`src/rtl/mem_io_pkg.sv`:
```
// Shared definitions for the data-memory / IO arbiter.
// Contents: FSM state encoding, default IO region base, master identifiers
// and the address-region decode helper.
package mem_io_pkg;

  typedef enum logic [1:0] {
    ST_IDLE    = 2'd0,
    ST_MEM_ACC = 2'd1,
    ST_IO_ACC  = 2'd2,
    ST_RESP    = 2'd3
  } arb_state_t;

  // addr[31:10] equal to this selects the IO window 0xFFFFFC00..0xFFFFFFFF
  localparam logic [21:0] IO_BASE = 22'h3FFFFF;

  localparam logic M0_ID = 1'b0;  // CPU load/store path
  localparam logic M1_ID = 1'b1;  // UART loader

  // True when the byte address falls inside the IO window
  function automatic logic addr_is_io(input logic [31:0] addr, input logic [21:0] base);
    return (addr[31:10] == base);
  endfunction

endpackage

```
`src/rtl/mem_io_arb_pick.sv`:
```
// Two-way grant selector for mem_io_arbiter.
// Build option: MEM_IO_ARB_RR_EN
//   undefined -> fixed priority, M1 beats M0 on a collision (no state).
//   defined   -> round-robin, the master not granted last wins a collision;
//                the last-grant pointer resets to M0 and updates on every grant.
// Ports:
//   clk, rst_n, upd  (round-robin build only) pointer clock, sync active-low
//                    reset, grant-taken strobe
//   req0, req1       request levels of M0 / M1
//   gnt_valid        at least one request present
//   gnt_id           winning master (M0_ID / M1_ID)
module mem_io_arb_pick
  import mem_io_pkg::*;
(
`ifdef MEM_IO_ARB_RR_EN
  input  logic clk,
  input  logic rst_n,
  input  logic upd,
`endif
  input  logic req0,
  input  logic req1,
  output logic gnt_valid,
  output logic gnt_id
);

`ifdef MEM_IO_ARB_RR_EN
  logic last_r;

  // Remember which master was granted most recently
  always_ff @(posedge clk) begin
    if (!rst_n) begin
      last_r <= M0_ID;
    end else if (upd) begin
      last_r <= gnt_id;
    end else begin
      last_r <= last_r;
    end
  end

  // Round-robin choice: on a collision hand the grant to the other master
  always_comb begin
    gnt_valid = req0 | req1;
    gnt_id    = M0_ID;
    if (req0 && req1) begin
      gnt_id = ~last_r;
    end else if (req1) begin
      gnt_id = M1_ID;
    end else begin
      gnt_id = M0_ID;
    end
  end
`else
  // Fixed priority: the loader always wins a collision
  always_comb begin
    gnt_valid = req0 | req1;
    gnt_id    = M0_ID;
    if (req1) begin
      gnt_id = M1_ID;
    end else begin
      gnt_id = M0_ID;
    end
  end
`endif

endmodule

```
`src/rtl/mem_io_arbiter.sv`:
```
// Shares the data-memory port and the LED/switch IO bus between the CPU
// load/store path (M0) and the UART loader (M1). One access in flight;
// each access is decoded to MEM or IO, sequenced, and answered with a
// one-cycle ack carrying the read data.
// Build option: MEM_IO_ARB_RR_EN selects round-robin arbitration
// (default build: fixed priority M1 > M0).
// Ports:
//   clk, rst_n                 clock, synchronous active-low reset
//   m0_req/we/addr/wdata       CPU request (req held until ack)
//   m0_rdata, m0_ack           CPU read data and completion pulse
//   m1_*                       same for the loader
//   mem_en/we/addr/wdata       dmem strobe, write enable, word address, data
//   mem_rdata                  dmem read data (MEM_LAT cycles after mem_en)
//   io_en/we/addr/wdata        IO strobe, write, addr[7:0], wdata[15:0]
//   io_rdata                   IO read data (16 bit, zero-extended on return)
//   busy                       FSM not idle
module mem_io_arbiter
  import mem_io_pkg::*;
#(
  parameter int          MEM_LAT = 1,
  parameter int          IO_WAIT = 2,
  parameter int          MEM_AW  = 14,
  parameter logic [21:0] IO_BASE = mem_io_pkg::IO_BASE
) (
  input  logic              clk,
  input  logic              rst_n,
  input  logic              m0_req,
  input  logic              m0_we,
  input  logic [31:0]       m0_addr,
  input  logic [31:0]       m0_wdata,
  output logic [31:0]       m0_rdata,
  output logic              m0_ack,
  input  logic              m1_req,
  input  logic              m1_we,
  input  logic [31:0]       m1_addr,
  input  logic [31:0]       m1_wdata,
  output logic [31:0]       m1_rdata,
  output logic              m1_ack,
  output logic              mem_en,
  output logic              mem_we,
  output logic [MEM_AW-1:0] mem_addr,
  output logic [31:0]       mem_wdata,
  input  logic [31:0]       mem_rdata,
  output logic              io_en,
  output logic              io_we,
  output logic [7:0]        io_addr,
  output logic [15:0]       io_wdata,
  input  logic [15:0]       io_rdata,
  output logic              busy
);

  localparam logic [3:0] MEM_CNT = 4'(MEM_LAT);
  localparam logic [3:0] IO_CNT  = 4'(IO_WAIT);

  arb_state_t  state_r;
  logic [3:0]  cnt_r;
  logic        id_r;
  logic        we_r;

  logic        gnt_valid_s;
  logic        gnt_id_s;
  logic        sel_we_s;
  logic [31:0] sel_addr_s;
  logic [31:0] sel_wdata_s;
  logic        sel_io_s;
  logic [31:0] cap_s;

  mem_io_arb_pick u_pick (
`ifdef MEM_IO_ARB_RR_EN
    .clk       (clk),
    .rst_n     (rst_n),
    .upd       ((state_r == ST_IDLE) && gnt_valid_s),
`endif
    .req0      (m0_req),
    .req1      (m1_req),
    .gnt_valid (gnt_valid_s),
    .gnt_id    (gnt_id_s)
  );

  // Route the winning master's request fields and decode its region
  always_comb begin
    sel_we_s    = 1'b0;
    sel_addr_s  = 32'h0000_0000;
    sel_wdata_s = 32'h0000_0000;
    if (gnt_id_s == M1_ID) begin
      sel_we_s    = m1_we;
      sel_addr_s  = m1_addr;
      sel_wdata_s = m1_wdata;
    end else begin
      sel_we_s    = m0_we;
      sel_addr_s  = m0_addr;
      sel_wdata_s = m0_wdata;
    end
    sel_io_s = addr_is_io(sel_addr_s, IO_BASE);
  end

  // Value returned on completion: reads only, IO data zero-extended
  always_comb begin
    cap_s = 32'h0000_0000;
    if (we_r) begin
      cap_s = 32'h0000_0000;
    end else if (state_r == ST_IO_ACC) begin
      cap_s = {16'h0000, io_rdata};
    end else begin
      cap_s = mem_rdata;
    end
  end

  // Arbiter FSM with all outputs registered
  always_ff @(posedge clk) begin
    if (!rst_n) begin
      state_r   <= ST_IDLE;
      cnt_r     <= 4'd0;
      id_r      <= M0_ID;
      we_r      <= 1'b0;
      m0_rdata  <= 32'h0000_0000;
      m0_ack    <= 1'b0;
      m1_rdata  <= 32'h0000_0000;
      m1_ack    <= 1'b0;
      mem_en    <= 1'b0;
      mem_we    <= 1'b0;
      mem_addr  <= '0;
      mem_wdata <= 32'h0000_0000;
      io_en     <= 1'b0;
      io_we     <= 1'b0;
      io_addr   <= 8'h00;
      io_wdata  <= 16'h0000;
      busy      <= 1'b0;
    end else begin
      // strobes and acks are single-cycle pulses unless set below
      mem_en   <= 1'b0;
      mem_we   <= 1'b0;
      io_en    <= 1'b0;
      io_we    <= 1'b0;
      m0_ack   <= 1'b0;
      m1_ack   <= 1'b0;
      m0_rdata <= 32'h0000_0000;
      m1_rdata <= 32'h0000_0000;
      case (state_r)
        ST_IDLE: begin
          if (gnt_valid_s) begin
            id_r  <= gnt_id_s;
            we_r  <= sel_we_s;
            cnt_r <= 4'd0;
            busy  <= 1'b1;
            if (sel_io_s) begin
              state_r  <= ST_IO_ACC;
              io_en    <= 1'b1;
              io_we    <= sel_we_s;
              io_addr  <= sel_addr_s[7:0];
              io_wdata <= sel_wdata_s[15:0];
            end else begin
              state_r   <= ST_MEM_ACC;
              mem_en    <= 1'b1;
              mem_we    <= sel_we_s;
              mem_addr  <= sel_addr_s[MEM_AW+1:2];
              mem_wdata <= sel_wdata_s;
            end
          end else begin
            busy <= 1'b0;
          end
        end
        ST_MEM_ACC, ST_IO_ACC: begin
          // the strobe is still high in the entry cycle: load the wait count there
          if (mem_en || io_en) begin
            cnt_r <= (state_r == ST_IO_ACC) ? IO_CNT : MEM_CNT;
          end else if (cnt_r == 4'd1) begin
            cnt_r   <= 4'd0;
            state_r <= ST_RESP;
            if (id_r == M1_ID) begin
              m1_ack   <= 1'b1;
              m1_rdata <= cap_s;
            end else begin
              m0_ack   <= 1'b1;
              m0_rdata <= cap_s;
            end
          end else begin
            cnt_r <= cnt_r - 4'd1;
          end
        end
        ST_RESP: begin
          state_r <= ST_IDLE;
          busy    <= 1'b0;
        end
        default: begin
          state_r <= ST_IDLE;
          busy    <= 1'b0;
          cnt_r   <= 4'd0;
        end
      endcase
    end
  end

endmodule

```
`config.mk`:
```
export PLATFORM = sky130hd
export DESIGN_NAME = mem_io_arbiter
export DESIGN_NICKNAME = d
export VERILOG_FILES = /design/src/rtl/mem_io_pkg.sv /design/src/rtl/mem_io_arb_pick.sv /design/src/rtl/mem_io_arbiter.sv
export SDC_FILE = /design/constraint.sdc
export NUM_CORES = 1
export LEC_CHECK = 0
export CORE_MARGIN = 2
export CORE_UTILIZATION = 39
export DETAILED_ROUTE_END_ITERATION = 10
export HOLD_SLACK_MARGIN = 0.03
export PLACE_DENSITY = 0.81
export SETUP_SLACK_MARGIN = 0.15
export SYNTH_ARGS = -nofsm -noshare
export SYNTH_HDL_FRONTEND = slang
export SYNTH_SLANG_ARGS = --single-unit
export TNS_END_PERCENT = 10
```
`constraint.sdc`:
```
create_clock -name clk -period 2.45 [get_ports clk]
set_input_delay 0.245 -clock clk [delete_from_list [all_inputs] [get_ports clk]]
set_output_delay 0.245 -clock clk [all_outputs]
set_load 0.03 [all_outputs]
```
==> summary.log, run 1 <==
INFO  run_status     status=finished, final reports clean
INFO  critical_path  rr_endpoint=m0_rdata[26]
INFO  route          post_drt_wl_per_cell=17.69microns
INFO  synthesis      synth.mux.area_fraction=11.28%
INFO  route          remaining_drc_errors=0
INFO  min_path       hold_depth=2
INFO  placement      placement.setup.worst_slack=-0.1052ns
INFO  synthesis      sequential_to_total_area_share_from_yosys_stat=51.52%
INFO  synthesis      synth_area_per_cell=10.55squm
INFO  synthesis      distinct_cell_type_count_of_the_synthesized_netlist=43
INFO  die            placementRows=44
INFO  placement      place_inst=1028
INFO  synthesis      ys_seq_elements=149
INFO  final_layout   area_growth=69.85%
INFO  critical_path  crit-reg2reg-launch=cnt_r[1]
INFO  global_routing global_route_wire_length_before_repair=29010microns
INFO  sta            final_max_slew_viol_count=0
INFO  die            coreArea=14530squm
INFO  final_layout   layout-drive-gt1-share=11.29%
INFO  route          drt_first_pass_iters=4
INFO  route          wirelength=18770microns
INFO  sta            timing.final.crit_period=2.113ns
INFO  route          num_vias=5480
INFO  clock_tree     cts_tree=built
INFO  route          dr.first_iter.drc_count=274
INFO  synthesis      synth-edff-count=0
INFO  min_path       whs_endpoint=io_wdata[2]
INFO  placement      dp_hpwl=13900microns
INFO  global_routing vias_in_the_first_global_route=5692
INFO  sta            worst_clock_skew=0.006182ns
INFO  die            die-height=125.8microns
INFO  sta            finalCritPeriodShare=86.24%
INFO  final_layout   instances_no_fill=1061
INFO  global_routing grt_max_degree=63
INFO  synthesis      synth-compound-area-share=15.52%
INFO  synthesis      synth-warning-count=0
INFO  synthesis      syn-cell-area=5789squm
INFO  placement      place_area=9200squm
INFO  synthesis      async_reset_ff_share=0%
INFO  sta            grt_setup_unrepaired=false
INFO  clock_tree     cts_post_setup_buffers_inserted=0
INFO  synthesis      post-synth-top-area-fraction=51.52%
INFO  min_path       min-delay-start=rst_n
INFO  global_routing antenna_found_initial=0
INFO  sta            post-route-worst-setup-slack=0.3370ns
INFO  synthesis      synthTopCellsByArea=sky130_fd_sc_hd__dfxtp_1 (52%), sky130_fd_sc_hd__mux2i_1 (11%), sky130_fd_sc_hd__o221a_1 (5.6%), sky130_fd_sc_hd__o211a_1 (4.3%), sky130_fd_sc_hd__nor2_1 (3.6%)
INFO  sta            hold_viol=0
INFO  clock_tree     cts_buffer_depth=2
INFO  synthesis      synth_top_family_by_area=simple AND/OR/NAND/NOR gates
INFO  power          vdd.ir_drop.worst=0.4569mV
INFO  synthesis      share_of_synthesized_cell_area_in_full_adder_half_adder_and_majority_cells=1.297%
INFO  clock_tree     ctsHtreeMaxLevel=4
INFO  clock_tree     tritoncts.num_buffers=17
INFO  route          antenna_violation_net_count_after_detailed_routing=0
INFO  run            cap_violations=0
INFO  synthesis      yosys.area_share.simple=15.97%
INFO  die            i_o_pins=323
INFO  die            initial_core_util=39.83%
INFO  min_path       min_delay_path_class=in -> reg
INFO  clock_tree     clk_transition_reported_paths=0.06ns
INFO  die            die_width=125.8microns
INFO  clock_tree     worst_skew_pair.late_latency=0.42ns
INFO  critical_path  timing.critical_path.arrival=2.46ns
INFO  critical_path  cp_max_fo=13
INFO  global_routing globalRoute.totalOverflow=0
INFO  sta            achievable-frequency=0.4733GHz
INFO  critical_path  r2r_slack=0.34ns
INFO  final_layout   finish.net_count=1052
INFO  sta            timing_worst_slew_pin_value=0.9637ns
INFO  critical_path  setup.worst_path.class=reg -> reg
INFO  placement      portBuffers=322
INFO  sta            max_slew_margin=35.69%
INFO  critical_path  required=2.79ns
INFO  synthesis      synth_xor_area_share=0%
INFO  route          drt-vias-per-instance=5.165
INFO  die            die_area=15830squm
INFO  sta            setup_viol=0
INFO  placement      globalplace.congestion=0.8869
INFO  critical_path  endpoint_kind=flop
INFO  synthesis      synthesis.instances=549
INFO  synthesis      syn_nets=737
INFO  synthesis      yosys-top-cells-count=sky130_fd_sc_hd__dfxtp_1 (149), sky130_fd_sc_hd__mux2i_1 (63), sky130_fd_sc_hd__nor2_1 (55)
INFO  power          p_per_area=904.1nW/um^2
INFO  critical_path  ff2ff_path_depth=8
INFO  final_layout   finalInstanceArea=9833squm
INFO  synthesis      postSynth.topFlopCell=sky130_fd_sc_hd__dfxtp_1
INFO  critical_path  cp-start-kind=flop
INFO  clock_tree     clockRootBuffer=sky130_fd_sc_hd__clkbuf_16
INFO  clock_tree     clock_sink_count=149
INFO  synthesis      synth_most_common_cell=sky130_fd_sc_hd__dfxtp_1
INFO  final_layout   antennaDiodeCount=0
INFO  synthesis      synth.largest_area_cell=sky130_fd_sc_hd__dfxtp_1
INFO  global_routing grt_use_total=23.20%
INFO  power          power.static_leakage=4.149nW
-- per-stage QoR --
stage	setup TNS, ns	power (W)	util [%]	hold slack (ns)
2_1_floorplan	0	0.004912	-	0.3828
3_3_place_gp	-0.002000	0.006089	63.30	0.4681
3_5_place_dp	-2.266	0.006200	63.30	0.4862
4_1_cts	0	0.008937	67.60	0.2783
5_1_grt	0	0.009309	67.66	0.3087
6_report	0	0.008890	67.66	0.2996
-- power by group --
group	internal (W)	total (W)	switching [W]
logic	0.00141	0.00320	0.00179
clock network	0.00166	0.00272	0.00106
registers	0.00276	0.00297	0.000209
total	0.00583	0.00889	0.00306
-- worst max path at each step --
stage | startpoint | to | slack, ns
after floorplan | cnt_r[1] | m0_rdata[24] | 0.59
after global placement | m0_addr[23] | io_addr[0] | -0.002
after detailed placement | m0_addr[19] | mem_addr[3] | -0.11
after CTS | cnt_r[1] | m0_rdata[26] | 0.19
after global routing | m0_addr[23] | io_addr[0] | 0.22
final | cnt_r[1] | m0_rdata[26] | 0.34
-- cell families after synthesis --
family          Yosys count
compound gates           90
buf+inv                  52
simple gates            187
flops                   149
fa+ha+maj                 6
mux                      65
-- layer usage --
| metal | global-route usage [%] | part of all wire (%) |
|---|---|---|
| met5 | 0 | 0 |
| met4 | 9.244 | 2.9 |
| met3 | 6.924 | 8.4 |
| met2 | 42.70 | 52 |
| met1 | 24.81 | 37 |
-- final cells by class --
| class | count | area [sq um] |
|---|---|---|
| Sequential cell | 149 | 2983 |
| Inverter | 7 | 26.28 |
| Multi-Input combinational cell | 349 | 2584 |
| Clock inverter | 14 | 185.2 |
| Fill cell | 1062 | 4701 |
| Tap cell | 184 | 230.2 |
| Timing Repair Buffer | 340 | 3386 |
| Clock buffer | 18 | 439.2 |
-- cell usage in the layout (no fill, tap or decap), types with 3 or more instances in the layout --
master / synthesis / final
sky130_fd_sc_hd__o221a_1: 29 / 29
sky130_fd_sc_hd__nand3_1: 27 / 27
sky130_fd_sc_hd__clkinv_4: 0 / 3
sky130_fd_sc_hd__clkbuf_16: 0 / 17
sky130_fd_sc_hd__bufinv_16: 0 / 3
sky130_fd_sc_hd__a21oi_1: 3 / 3
sky130_fd_sc_hd__inv_1: 6 / 6
sky130_fd_sc_hd__mux2i_1: 63 / 63
sky130_fd_sc_hd__o211a_1: 25 / 25
sky130_fd_sc_hd__and3_1: 21 / 21
sky130_fd_sc_hd__o221a_2: 17 / 17
sky130_fd_sc_hd__buf_12: 0 / 3
sky130_fd_sc_hd__clkdlybuf4s50_1: 0 / 320
sky130_fd_sc_hd__nor3_1: 4 / 4
sky130_fd_sc_hd__nor2_1: 55 / 55
sky130_fd_sc_hd__ha_1: 6 / 6
sky130_fd_sc_hd__nand2_1: 40 / 40
sky130_fd_sc_hd__nor2b_1: 4 / 3
sky130_fd_sc_hd__or2_2: 16 / 16
sky130_fd_sc_hd__inv_6: 0 / 6
sky130_fd_sc_hd__o21ai_0: 4 / 4
sky130_fd_sc_hd__nand4_1: 6 / 6
sky130_fd_sc_hd__dfxtp_1: 149 / 149
sky130_fd_sc_hd__buf_4: 4 / 15
sky130_fd_sc_hd__a21boi_0: 4 / 4
-- critical path: stages (launching register included) --
cell                      delay [ns]
sky130_fd_sc_hd__dfxtp_1        0.33
sky130_fd_sc_hd__inv_1          0.08
sky130_fd_sc_hd__ha_1           0.15
sky130_fd_sc_hd__or3b_2         0.48
sky130_fd_sc_hd__nor3_2         0.22
sky130_fd_sc_hd__nand3_1        0.11
sky130_fd_sc_hd__or2_4          0.33
sky130_fd_sc_hd__buf_4          0.21
sky130_fd_sc_hd__nor2_1         0.15
-- state kept, by name (all words and copies together), names as in the netlist --
name and count:
m1_rdata 32, io_en 1, mem_wdata 32, state_r 2, m0_rdata 32, m0_ack 1
mem_en 1, mem_we 1, mem_addr 14, busy 1, we_r 1, m1_ack 1
io_addr 8, io_wdata 16, cnt_r 4, io_we 1, id_r 1
-- timing repair --
action / in CTS / in global routing
hold endpoints to repair: 0 / 0
pin swaps: 0 / 1
resized for setup: 1 / 1
endpoints found under the setup margin: 1 / 37
hold buffers: 0 / 0
cloned: 0 / 1
(Power assumes the default switching activity.)
==> run 2: changes to the inputs <==
--- a/config.mk
+++ b/config.mk
@@ -5,11 +5,13 @@
 export SDC_FILE = /design/constraint.sdc
 export NUM_CORES = 1
 export LEC_CHECK = 0
+export CELL_PAD_IN_SITES_DETAIL_PLACEMENT = 1
+export CELL_PAD_IN_SITES_GLOBAL_PLACEMENT = 2
 export CORE_MARGIN = 2
-export CORE_UTILIZATION = 39
+export CORE_UTILIZATION = 22
 export DETAILED_ROUTE_END_ITERATION = 10
 export HOLD_SLACK_MARGIN = 0.03
-export PLACE_DENSITY = 0.81
+export PLACE_DENSITY_LB_ADDON = 0.1
 export SETUP_SLACK_MARGIN = 0.15
 export SYNTH_ARGS = -nofsm -noshare
 export SYNTH_HDL_FRONTEND = slang
==> run 2 against run 1 <==
Clock skew up 0.0071 ns. Combinational power rose by 3%. Utilization down 29 points. Die area up 74%. Clock power about the same. Wire length increased by 18%. Sequential share of layout area decreased by 0.74 points.
==> summary.log, run 2 (same netlist as run 1, synthesis figures left out) <==
INFO  run_status     status=finished, final reports clean
INFO  min_path       min_delay_path_class=in -> reg
INFO  placement      dp_hpwl=16450microns
INFO  placement      globalplace.congestion=0.8357
INFO  clock_tree     tritoncts.num_buffers=17
INFO  final_layout   finish.net_count=1057
INFO  power          p_per_area=892.6nW/um^2
INFO  route          drt-vias-per-instance=4.516
INFO  sta            worst_clock_skew=0.01333ns
INFO  critical_path  setup.worst_path.class=in -> reg
INFO  final_layout   area_growth=74.09%
INFO  power          power.static_leakage=4.178nW
INFO  placement      portBuffers=322
INFO  final_layout   layout.cells.most_common=sky130_fd_sc_hd__clkdlybuf4s50_1
INFO  die            die_area=27630squm
INFO  global_routing vias_in_the_first_global_route=5975
INFO  power          share_clk_of_total_power=30.5%
INFO  sta            finalCritPeriodShare=91.10%
INFO  clock_tree     clockRootBuffer=sky130_fd_sc_hd__clkbuf_16
INFO  power          vdd.ir_drop.worst=0.3626mV
INFO  placement      placement.setup.worst_slack=-0.1958ns
INFO  final_layout   most-common-layout-cells=sky130_fd_sc_hd__clkdlybuf4s50_1 (320), sky130_fd_sc_hd__dfxtp_1 (149), sky130_fd_sc_hd__mux2i_1 (63), sky130_fd_sc_hd__nor2_1 (55), sky130_fd_sc_hd__nand2_1 (40)
INFO  sta            timing_worst_slew_pin_value=0.6318ns
INFO  clock_tree     clk_transition_reported_paths=0.07ns
INFO  sta            achievable-frequency=0.4480GHz
INFO  clock_tree     cts_buffer_depth=2
INFO  sta            hold_viol=0
INFO  sta            setup_viol=0
INFO  power          cell_internal_pwr=0.005673W
INFO  sta            max_slew_margin=57.78%
INFO  sta            post-route-worst-setup-slack=0.2179ns
INFO  clock_tree     cts_post_setup_buffers_inserted=0
INFO  power          power_switching=0.003323W
INFO  power          total_power=0.008996W
INFO  die            coreArea=25980squm
INFO  power          pwr-share-comb=36.5%
INFO  run            cap_violations=0
INFO  power          switching_fraction=36.94%
INFO  global_routing grt_util_met2=26.65%
INFO  global_routing global_route.usage.met3=5.577%
INFO  critical_path  endpoint_kind=flop
INFO  critical_path  cp_max_fo=28
INFO  power          seq_power_share=32.9%
INFO  critical_path  cp-start-kind=primary input
INFO  clock_tree     clock_sink_count=149
INFO  global_routing global_route.usage.met1=19.23%
INFO  die            die-height=166.2microns
INFO  route          wirelength=22180microns
INFO  final_layout   antennaDiodeCount=0
INFO  critical_path  timing.critical_path.arrival=2.58ns
INFO  clock_tree     ctsHtreeMaxLevel=4
INFO  die            i_o_pins=323
INFO  final_layout   layout-drive-gt1-share=11.68%
INFO  global_routing antenna_found_initial=0
INFO  clock_tree     worst_skew_pair.late_latency=0.43ns
INFO  die            die_width=166.2microns
INFO  global_routing grt_use_total=15.85%
INFO  die            initial_core_util=22.28%
INFO  sta            timing.final.crit_period=2.232ns
INFO  clock_tree     cts_tree=built
INFO  route          num_vias=5496
INFO  die            placementRows=59
INFO  global_routing most_used_routing_layer_in_global_routing=met2
INFO  global_routing global_route_wire_length_before_repair=34440microns
INFO  clock_tree     cts_hold_buffers=0
INFO  final_layout   reg.largest.list=m0_rdata x32, m1_rdata x32, mem_wdata x32
INFO  sta            grt_setup_unrepaired=true
INFO  route          post_drt_wl_per_cell=18.22microns
INFO  route          drt_first_pass_iters=4
INFO  global_routing grt_max_degree=37
INFO  critical_path  required=2.80ns
INFO  route          dr.first_iter.drc_count=180
INFO  route          remaining_drc_errors=0
INFO  route          antenna_violation_net_count_after_detailed_routing=0
INFO  sta            final_max_slew_viol_count=0
INFO  global_routing globalRoute.totalOverflow=0
[run 2: worst max-delay path, stage by stage]
cell and delay (ns):
sky130_fd_sc_hd__clkdlybuf4s50_1 0.46, sky130_fd_sc_hd__nand4b_1 0.10, sky130_fd_sc_hd__nor4_1 0.57, sky130_fd_sc_hd__buf_4 0.24
sky130_fd_sc_hd__o221a_2 0.27, sky130_fd_sc_hd__buf_4 0.37, sky130_fd_sc_hd__mux2i_1 0.14, sky130_fd_sc_hd__a21oi_1 0.18
[run 2: layout make-up]
| cell class | count | area [sq um] |
|---|---|---|
| Sequential cell | 149 | 2983 |
| Clock inverter | 15 | 202.7 |
| Clock buffer | 17 | 425.4 |
| Fill cell | 2874 | 15910 |
| Inverter | 7 | 26.28 |
| Multi-Input combinational cell | 349 | 2586 |
| Tap cell | 335 | 419.2 |
| Timing Repair Buffer | 345 | 3436 |
[run 2: per-layer routing]
metal / vias to the layer above / wire, microns
met4: 0 / 371
met2: 211 / 10650
met5: - / 0
met3: 21 / 1583
li1: 2626 / -
met1: 2638 / 9570
[run 2: path summary, 6_finish.rpt]
kind | from | to | slack (ns) | depth (start not counted)
worst max-delay path | m0_addr[19] | state_r[1] | 0.22 | 8
worst min-delay path | rst_n | mem_wdata[28] | 0.25 | 2
worst max register to register | cnt_r[0] | m0_rdata[3] | 0.39 | 7
worst min register to register | mem_addr[8] | mem_addr[8] | 0.50 | 1
[run 2: per-stage QoR]
step / std cells / setup TNS (ns) / hold WS [ns] / cell area (sq um) / util, %
after floorplan: 549 / 0 / 0.3828 / 5789 / -
after CTS: 1217 / 0 / 0.2429 / 10070 / 38.77
after global routing: 1217 / 0 / 0.2536 / 10080 / 38.79
after global placement: 1184 / -5.016 / 0.4737 / 9439 / 36.33
after detailed placement: 1184 / -7.246 / 0.4847 / 9439 / 36.33
final: 1217 / 0 / 0.2545 / 10080 / 38.79
[run 2: repair_timing]
action,4_1_cts,5_1_grt
endpoints found under the setup margin,46,24
cloned,1,0
gates resized for setup,0,1
pin swaps,1,0
[run 2: power by group through the flow]
stage                     logic (W)  registers [W]  clock network (W)
after global routing        0.00355        0.00301            0.00295
after CTS                   0.00334        0.00297            0.00283
after floorplan             0.00140        0.00351                  0
after global placement      0.00326        0.00301                  0
after detailed placement    0.00332        0.00301                  0
final                       0.00329        0.00296            0.00275
